### src/rtl/mem_seq.sv
// Memory sequencer: arbitrates fetch/data requesters onto a 64-bit big-endian RAM port,
// splitting unaligned accesses into two beats. Define MEM_SEQ_RR_EN for round-robin arbitration.
module mem_seq #(
    parameter int unsigned ADDR_W = 28
) (
    input  logic                clk,
    input  logic                rst,
    input  logic                f_req,
    input  logic [ADDR_W+2:0]   f_addr,
    input  logic [1:0]          f_size,
    output logic                f_ack,
    output logic [63:0]         f_rdata,
    input  logic                d_req,
    input  logic                d_we,
    input  logic [ADDR_W+2:0]   d_addr,
    input  logic [1:0]          d_size,
    input  logic [63:0]         d_wdata,
    output logic                d_ack,
    output logic [63:0]         d_rdata,
    output logic [ADDR_W-1:0]   ram_addr,
    output logic [63:0]         ram_dout,
    output logic [7:0]          ram_mask,
    output logic                ram_we,
    output logic                ram_re,
    input  logic [63:0]         ram_din,
    input  logic                ram_ready
);

    localparam int unsigned BA_W = ADDR_W + 3;

    typedef enum logic [2:0] {S_IDLE, S_CMD1, S_WAIT1, S_CMD2, S_WAIT2, S_RESP} state_t;

    state_t              state_q, state_d;
    logic [BA_W-1:0]     addr_q, addr_d;
    logic [1:0]          size_q, size_d;
    logic                we_q, we_d;
    logic [63:0]         wdata_q, wdata_d;
    logic                gnt_d_q, gnt_d_d;
    logic [63:0]         buf_q, buf_d;
    logic [ADDR_W-1:0]   ram_addr_q, ram_addr_d;
    logic [63:0]         ram_dout_q, ram_dout_d;
    logic [7:0]          ram_mask_q, ram_mask_d;
    logic                ram_we_q, ram_we_d, ram_re_q, ram_re_d;
    logic                f_ack_q, f_ack_d, d_ack_q, d_ack_d;
    logic [63:0]         f_rdata_q, f_rdata_d, d_rdata_q, d_rdata_d;
`ifdef MEM_SEQ_RR_EN
    logic                last_d_q, last_d_d;
`endif

    logic                pick_d_c;
    logic [BA_W-1:0]     cur_addr_c;
    logic [1:0]          cur_size_c;
    logic                cur_we_c;
    logic [63:0]         cur_wdata_c;
    logic [2:0]          off_c;
    logic [15:0]         top_c, mask16_c;
    logic [63:0]         wtop_c, asm_hi_c, asm_lo_c, t_hi_c, rd_c;
    logic [127:0]        wide_c;
    logic                split_c;

    // Arbitration: a lone requester always wins; ties follow the configured policy
`ifdef MEM_SEQ_RR_EN
    assign pick_d_c = d_req & (~f_req | ~last_d_q);
`else
    assign pick_d_c = d_req;
`endif

    // In IDLE the lane math runs on the incoming request so beat 1 can be registered at grant
    always_comb begin
        if (state_q == S_IDLE) begin
            cur_addr_c  = pick_d_c ? d_addr : f_addr;
            cur_size_c  = pick_d_c ? d_size : f_size;
            cur_we_c    = pick_d_c & d_we;
            cur_wdata_c = d_wdata;
        end else begin
            cur_addr_c  = addr_q;
            cur_size_c  = size_q;
            cur_we_c    = we_q;
            cur_wdata_c = wdata_q;
        end
        off_c = cur_addr_c[2:0];
        case (cur_size_c)
            2'd0:    begin top_c = 16'h8000; wtop_c = {cur_wdata_c[7:0],  56'h0}; end
            2'd1:    begin top_c = 16'hC000; wtop_c = {cur_wdata_c[15:0], 48'h0}; end
            2'd2:    begin top_c = 16'hF000; wtop_c = {cur_wdata_c[31:0], 32'h0}; end
            default: begin top_c = 16'hFF00; wtop_c = cur_wdata_c;               end
        endcase
        mask16_c = top_c >> off_c;
        wide_c   = {wtop_c, 64'h0} >> {off_c, 3'b000};
        split_c  = |mask16_c[7:0];
        asm_hi_c = (state_q == S_WAIT1) ? ram_din : buf_q;
        asm_lo_c = (state_q == S_WAIT2) ? ram_din : 64'h0;
        t_hi_c   = 64'(({asm_hi_c, asm_lo_c} << {off_c, 3'b000}) >> 64);
        case (cur_size_c)
            2'd0:    rd_c = {56'h0, t_hi_c[63:56]};
            2'd1:    rd_c = {48'h0, t_hi_c[63:48]};
            2'd2:    rd_c = {32'h0, t_hi_c[63:32]};
            default: rd_c = t_hi_c;
        endcase
    end

    // Next-state and registered-output logic
    always_comb begin
        state_d    = state_q;
        addr_d     = addr_q;
        size_d     = size_q;
        we_d       = we_q;
        wdata_d    = wdata_q;
        gnt_d_d    = gnt_d_q;
        buf_d      = buf_q;
        ram_addr_d = ram_addr_q;
        ram_dout_d = ram_dout_q;
        ram_mask_d = ram_mask_q;
        ram_we_d   = 1'b0;
        ram_re_d   = 1'b0;
        f_ack_d    = 1'b0;
        d_ack_d    = 1'b0;
        f_rdata_d  = f_rdata_q;
        d_rdata_d  = d_rdata_q;
`ifdef MEM_SEQ_RR_EN
        last_d_d   = last_d_q;
`endif
        case (state_q)
            S_IDLE: begin
                if (d_req | f_req) begin
                    state_d    = S_CMD1;
                    addr_d     = cur_addr_c;
                    size_d     = cur_size_c;
                    we_d       = cur_we_c;
                    wdata_d    = cur_wdata_c;
                    gnt_d_d    = pick_d_c;
`ifdef MEM_SEQ_RR_EN
                    last_d_d   = pick_d_c;
`endif
                    ram_addr_d = cur_addr_c[BA_W-1:3];
                    ram_mask_d = mask16_c[15:8];
                    ram_dout_d = cur_we_c ? wide_c[127:64] : 64'h0;
                    ram_we_d   = cur_we_c;
                    ram_re_d   = ~cur_we_c;
                end
            end
            S_CMD1, S_CMD2: begin
                if (ram_ready) begin
                    state_d = (state_q == S_CMD1) ? S_WAIT1 : S_WAIT2;
                end else begin
                    ram_we_d = ram_we_q;
                    ram_re_d = ram_re_q;
                end
            end
            S_WAIT1, S_WAIT2: begin
                if (ram_ready) begin
                    if (state_q == S_WAIT1 && split_c) begin
                        state_d    = S_CMD2;
                        buf_d      = ram_din;
                        ram_addr_d = ram_addr_q + ADDR_W'(1);
                        ram_mask_d = mask16_c[7:0];
                        ram_dout_d = we_q ? wide_c[63:0] : 64'h0;
                        ram_we_d   = we_q;
                        ram_re_d   = ~we_q;
                    end else begin
                        state_d = S_RESP;
                        d_ack_d = gnt_d_q;
                        f_ack_d = ~gnt_d_q;
                        if (gnt_d_q) d_rdata_d = we_q ? 64'h0 : rd_c;
                        else         f_rdata_d = rd_c;
                    end
                end
            end
            S_RESP:  state_d = S_IDLE;
            default: state_d = S_IDLE;
        endcase
    end

    always_ff @(posedge clk or posedge rst) begin
        if (rst) begin
            state_q    <= S_IDLE;
            addr_q     <= '0;
            size_q     <= '0;
            we_q       <= 1'b0;
            wdata_q    <= '0;
            gnt_d_q    <= 1'b0;
            buf_q      <= '0;
            ram_addr_q <= '0;
            ram_dout_q <= '0;
            ram_mask_q <= '0;
            ram_we_q   <= 1'b0;
            ram_re_q   <= 1'b0;
            f_ack_q    <= 1'b0;
            d_ack_q    <= 1'b0;
            f_rdata_q  <= '0;
            d_rdata_q  <= '0;
`ifdef MEM_SEQ_RR_EN
            last_d_q   <= 1'b0;
`endif
        end else begin
            state_q    <= state_d;
            addr_q     <= addr_d;
            size_q     <= size_d;
            we_q       <= we_d;
            wdata_q    <= wdata_d;
            gnt_d_q    <= gnt_d_d;
            buf_q      <= buf_d;
            ram_addr_q <= ram_addr_d;
            ram_dout_q <= ram_dout_d;
            ram_mask_q <= ram_mask_d;
            ram_we_q   <= ram_we_d;
            ram_re_q   <= ram_re_d;
            f_ack_q    <= f_ack_d;
            d_ack_q    <= d_ack_d;
            f_rdata_q  <= f_rdata_d;
            d_rdata_q  <= d_rdata_d;
`ifdef MEM_SEQ_RR_EN
            last_d_q   <= last_d_d;
`endif
        end
    end

    assign f_ack    = f_ack_q;
    assign f_rdata  = f_rdata_q;
    assign d_ack    = d_ack_q;
    assign d_rdata  = d_rdata_q;
    assign ram_addr = ram_addr_q;
    assign ram_dout = ram_dout_q;
    assign ram_mask = ram_mask_q;
    assign ram_we   = ram_we_q;
    assign ram_re   = ram_re_q;

endmodule

### config.mk
export PLATFORM = sky130hd
export DESIGN_NAME = mem_seq
export DESIGN_NICKNAME = d
export VERILOG_FILES = /design/src/rtl/mem_seq.sv
export SDC_FILE = /design/constraint.sdc
export NUM_CORES = 1
export LEC_CHECK = 0
export CAP_MARGIN = 20
export CORE_UTILIZATION = 36
export CTS_CLUSTER_DIAMETER = 30
export DETAILED_ROUTE_END_ITERATION = 7
export PLACE_DENSITY = 0.57
export SLEW_MARGIN = 20
export SYNTH_ARGS = -nofsm -noshare
export SYNTH_HDL_FRONTEND = slang
export SYNTH_SLANG_ARGS = --single-unit
### constraint.sdc
create_clock -name clk -period 37.5 [get_ports clk]
set_input_delay 9.375 -clock clk [delete_from_list [all_inputs] [get_ports clk]]
set_output_delay 9.375 -clock clk [all_outputs]
set_load 0.05 [all_outputs]
======== After elaboration in Yosys (flattened, before gate mapping) ========
Cells that the tools add are included.
cells by class
  add/subtract/negate cells ............... 1
  eq/ne operators ......................... 10
  shift operators ......................... 3
  muxes and demuxes ....................... 47
  bitwise operators ....................... 6
  reductions and logical operators ........ 13
operator list
  kind                                                             count
  64-bit 2-to-1 mux                                                9
  64-bit one-hot mux with 3 select lines                           2
  64-bit one-hot mux with 2 select lines                           1
  128-bit by 6-bit left shift with 128-bit output                  1
  128-bit by 6-bit >> shifter with 128-bit output                  1
  28-bit 2-to-1 mux                                                3
  31-bit 2-to-1 mux                                                2
  28-bit one-hot mux with 2 select lines                           1
  15-bit one-hot mux with 3 select lines                           1
  28-bit by 1-bit adder with 28-bit output, second input constant  1
  8-bit 2-to-1 mux                                                 3
  8-bit one-hot mux with 2 select lines                            1
  16-bit by 3-bit >> shifter with 16-bit output                    1
  3-bit 2-to-1 mux                                                 5
  1-bit 2-to-1 mux                                                 14
  4-bit AND reduction                                              3
  3-bit one-hot mux with 3 select lines                            1
  8-bit OR reduction                                               1
  3-bit by 2-bit == test with 1-bit output, second input constant  2
  2-bit inequality test, second input constant                     3
  1-bit one-hot mux with 3 select lines                            2
  3-bit AND reduction                                              2
  2-bit 2-to-1 mux                                                 2
  1-bit inverter                                                   4
  13 further kinds                                                 14
storage, ports and cells
  register bits after elaboration ......... 398
  bits of input ports ..................... 200
  output and inout port bits .............. 232
  word-level logic and storage cells ...... 96

======== Longest topological paths before layout ========
  depth in word-level cells ............... 10
  depth in mapped cells ................... 14
  gate-level depth less buffers ........... 9

======== Worst setup path after synthesis ========
OpenSTA, ideal clock, no wires.
  path type ............................... input to register
  start ................................... in d_req
  end ..................................... reg f_rdata_q[5], in the netlist f_rdata[5]
  arrival ................................. 11,785 ps
  required time ........................... 37,375 ps
  path slack .............................. 25,591 ps
  stages on the path ...................... 10
  buffers on the path ..................... 3
  cell sequence ........................... buf_2 -> mux2_2 -> a21oi_1 -> buf_2 -> buf_1 -> mux4_2 -> a2bb2oi_1 -> o211ai_1 -> a221o_1 -> mux2_2
between the ends
  word-level cells in the longest chain between the ends .. 9
RTL lines
  item                                           RTL line  source
  from (decl)                                    13        input logic d_req,
  2-bit 2-to-1 mux                               72        cur_size_c = pick_d_c ? d_size : f_size;
  2-bit 2-to-1 mux                               70        if (state_q == S_IDLE) begin
  2-bit == test (tied with other cells)          82, 94
  15-bit one-hot mux with 3 select lines         82        case (cur_size_c)
  16-bit by 3-bit >> shifter with 16-bit output  88        mask16_c = top_c >> off_c;
  8-bit OR reduction                             90        split_c = |mask16_c[7:0];
  1-bit logical AND                              152       if (state_q == S_WAIT1 && split_c) begin
  1-bit inverter (no source line)                -
  4-bit AND reduction (no source line)           -
  to (signal assigned)                           210       f_rdata_q <= f_rdata_d;
  to (decl)                                      45        logic [63:0] f_rdata_q, f_rdata_d, d_rdata_q, d_rdata_d;
Parallel ways exist; a longest one is shown, timed or not.
A chain may end at the register's enable or synchronous reset.

======== Final worst setup path ========
  start ................................... in d_req
  end ..................................... reg ram_mask_q[1], in the netlist ram_mask[1]
between the ends
  word-level cells in the longest chain between the ends .. 9
RTL lines
  item                                           RTL line  source
  2-bit 2-to-1 mux                               72
  2-bit 2-to-1 mux                               70
  2-bit == test (tied with other cells)          82
  15-bit one-hot mux with 3 select lines         82
  16-bit by 3-bit >> shifter with 16-bit output  88
  8-bit OR reduction                             90
  1-bit logical AND                              152
  2-bit inequality test (no source line)         -
  4-bit AND reduction (no source line)           -
  to (signal assigned)                           205       ram_mask_q <= ram_mask_d;
  to (decl)                                      42        logic [7:0] ram_mask_q, ram_mask_d;
Parallel ways exist; a longest one is shown, timed or not. The select of a mux whose other input is x is not followed.

==> load_flow_metrics.sql <==
INSERT INTO impl_metrics (metric_group, metric, value, unit) VALUES
('grt', 'gr-total-overflow', '0', ''),
('yosys', 'ys_warn_count', '0', ''),
('flow_run', 'max-cap-violations', '0', ''),
('timing', 'clock-skew-final', '0.0387', 'ns'),
('timing', 'setup_tns', '0', 'ns'),
('timing', 'number_of_hold_slack_violations_in_the_final_timing_report', '0', ''),
('timing', 'setup_repair_after_global_routing_missed_its_margin', 'no', ''),
('placed_design', 'count_of_buffers_inserted_at_the_top_level_ports', '431', ''),
('status', 'status', 'finished clean', ''),
('clocking', 'num_cts_buffers', '109', ''),
('clocking', 'number_of_buffers_inserted_by_post_cts_setup_repair', '0', ''),
('yosys', 'synthArstFlopShare', '100', '%'),
('floorplanning', 'rows', '96', ''),
('worst_setup_path', 'rrSetupSlack', '31.48', 'ns'),
('routing', 'routed_via_density', '5.95', ''),
('clocking', 'clock_sink_count', '397', ''),
('clocking', 'htree_depth', '3', ''),
('clocking', 'cts_repair_resize_count', '0', ''),
('routing', 'route.detailed.drc', '0', ''),
('floorplanning', 'floorplan.die.width', '265', 'µm'),
('routing', 'num_vias', '24900', ''),
('pwr', 'total_leakage_power', '14.0', 'nW'),
('grt', 'met2_track_usage_gr', '52.4', '%'),
('worst_setup_path', 'setup.worst_path.start_class', 'input port', ''),
('pwr', 'ir_worst_vdd', '75.7', 'µV'),
('final_layout', 'final_layout_size_suffix_gt1_share', '13.8', '%'),
('clocking', 'latest_clock_arrival_within_the_worst_skew_pair', '0.67', 'ns'),
('routing', 'antenna_violating_nets_remaining', '0', ''),
('clocking', 'postCtsHoldBufs', '0', ''),
('grt', 'grt_first_pass_wirelength', '165000', 'µm'),
('worst_setup_path', 'number_of_cells_on_the_critical_path', '12', ''),
('worst_setup_path', 'cell_type_group_with_the_largest_total_delay_on_the_critical_path', 'buffers and inverters', ''),
('timing', 'drv_slew', '0', ''),
('worst_setup_path', 'critical_path.reg2reg.startpoint', 'state_q[0]', ''),
('worst_setup_path', 'crit_path_max_fanout', '71', ''),
('worst_setup_path', 'critPathMaxStageDelay', '0.72', 'ns'),
('yosys', 'synthDistinctLibCells', '74', ''),
('yosys', 'ys_seq_area_share', '39.8', '%'),
('yosys', 'synthesis.instances', '2824', ''),
('placed_design', 'gpl.final_weighted_congestion', '0.964', ''),
('worst_setup_path', 'timing.rr.end', 'ram_mask[1]', ''),
('final_layout', 'fin_area', '33600', 'µm²'),
('yosys', 'postSynth.topFlopCell', 'dfrtp_1', ''),
('timing', 'minimum_clock_period_after_layout', '14.21', 'ns'),
('worst_setup_path', 'critPathCaptureType', 'register', ''),
('floorplanning', 'number_of_ports_placed_on_the_die_boundary', '432', ''),
('yosys', 'synth_seq_cells', '397', ''),
('worst_setup_path', 'critical_path.endpoint', 'ram_mask[1]', ''),
('worst_setup_path', 'critical_path.n_buffers_inverters', '4', ''),
('final_layout', 'final_core_utilization', '49.1', '%'),
('grt', 'pin_count_of_the_biggest_net_entering_global_routing', '157', ''),
('worst_setup_path', 'cp_cell_sequence', 'buf_2 > buf_4 > mux2_2 > a21o_4 > nor2_1 > o221a_2 > nor4_4 > buf_4 > or2_4 > buf_4 > o221ai_1 > o21a_1', ''),
('worst_setup_path', 'cp_slowest_cell', 'buf_4', ''),
('min_path', 'hold_path_startpoint', 'f_rdata[60]', ''),
('pwr', 'power_density', '120', 'nW/µm²'),
('floorplanning', 'coreArea', '68600', 'µm²'),
('clocking', 'tritoncts_clock_tree', 'done', ''),
('timing', 'final_critical_path_setup_slack', '23.29', 'ns'),
('routing', 'detail_route.iter0.violations', '2810', ''),
('final_layout', 'leading_cell_type_in_the_layout_fill_and_taps_excluded', 'nand2_1', ''),
('final_layout', 'area_growth', '34.8', '%'),
('timing', 'slew_headroom', '23.7', '%'),
('routing', 'drt_pass1_iterations', '8', ''),
('yosys', 'number_of_enable_flip_flop_cells_after_synthesis', '0', ''),
('timing', 'final_setup_violating_endpoints', '0', ''),
('grt', 'antenna_found_initial', '0', ''),
('final_layout', 'multiInputGateArea', '14000', 'µm²'),
('placed_design', 'dp.cells', '3982', ''),
('timing', 'min_period_over_period', '37.9', '%'),
('placed_design', 'placement.setup.worst_slack', '22.69', 'ns'),
('routing', 'routed_len_inst', '26.5', 'µm');
==> report_power, final <==
group          switching, mW  internal (mW)
Sequential             0.153          0.607
Combinational           1.59          0.721
Clock                  0.285          0.672
==> logic make-up after synthesis <==
logic type                 Yosys count  share of synthesized area [%]
and+or+nand+nor                    902                           15.0
AOI/OAI and AO/OA                  903                           23.2
DFF                                397                           39.8
buffers and inverters              261                           4.53
muxes                              359                           17.4
adders and majority gates            1                         0.0501
xor gates and xnor gates             1                         0.0351
==> worst register-to-register path, stage by stage, from the launching register on <==
cell and delay (ns):
dfrtp_1 0.62, nor3_4 0.61, buf_4 0.38, a21o_4 0.56
nor2_1 0.42, o221a_2 0.46, nor4_4 0.21, buf_4 0.72
or2_4 0.68, buf_4 0.74, o221ai_1 0.32, o21a_1 0.17
==> cell type report <==
| cell class | instances | area share [%] |
|---|---|---|
| inverters | 12 | 0.156 |
| well taps | 931 | 3.46 |
| multi-input cells | 2166 | 41.7 |
| clock buffers | 155 | 9.37 |
| flip-flops and latches | 397 | 29.5 |
| clock inverters | 43 | 1.95 |
| repair buffers | 476 | 13.8 |
==> per-layer routing <==
metal	vias to the layer above	routed length, µm
li1	11100	-
met5	-	0
met1	12300	43200
met2	1140	53900
met4	0	7180
met3	307	6380
==> synthesized netlist by cell type, types with 30 or more instances <==
cell / n / area [µm²]
a211oi_1: 47 / 353
a21oi_1: 196 / 981
a221oi_1: 30 / 263
a22o_1: 45 / 394
a31oi_1: 41 / 257
buf_1: 42 / 158
buf_2: 72 / 360
clkbuf_1: 121 / 454
dfrtp_1: 397 / 9930
mux2_2: 142 / 1600
mux2i_1: 170 / 1700
mux4_2: 44 / 991
nand2_1: 516 / 1940
nand3_1: 61 / 305
nor2_1: 217 / 815
nor3_1: 38 / 190
o21ai_0: 258 / 1290
o22ai_1: 48 / 300
==> sequential cells by signal (all words and copies together) (netlist names) <==
register and cells:
gnt_d_q 1, ram_addr 28, buf_q 64, state_q 3, we_q 1, f_ack 1, ram_dout 64, d_ack 1
ram_re 1, ram_we 1, f_rdata 64, d_rdata 64, ram_mask 8, wdata_q 64, addr_q 30, size_q 2
==> worst min-delay path by stage <==
stage,to,slack (ns),cells past startpoint
global placement,wdata_q[41],0.46,2
finish,f_rdata[60],0.47,2
CTS,wdata_q[43],0.47,2
detailed placement,wdata_q[43],0.46,2
floorplan,wdata_q[33],0.44,2
global route,wdata_q[23],0.48,2
Power figures use the tool's default switching activity.
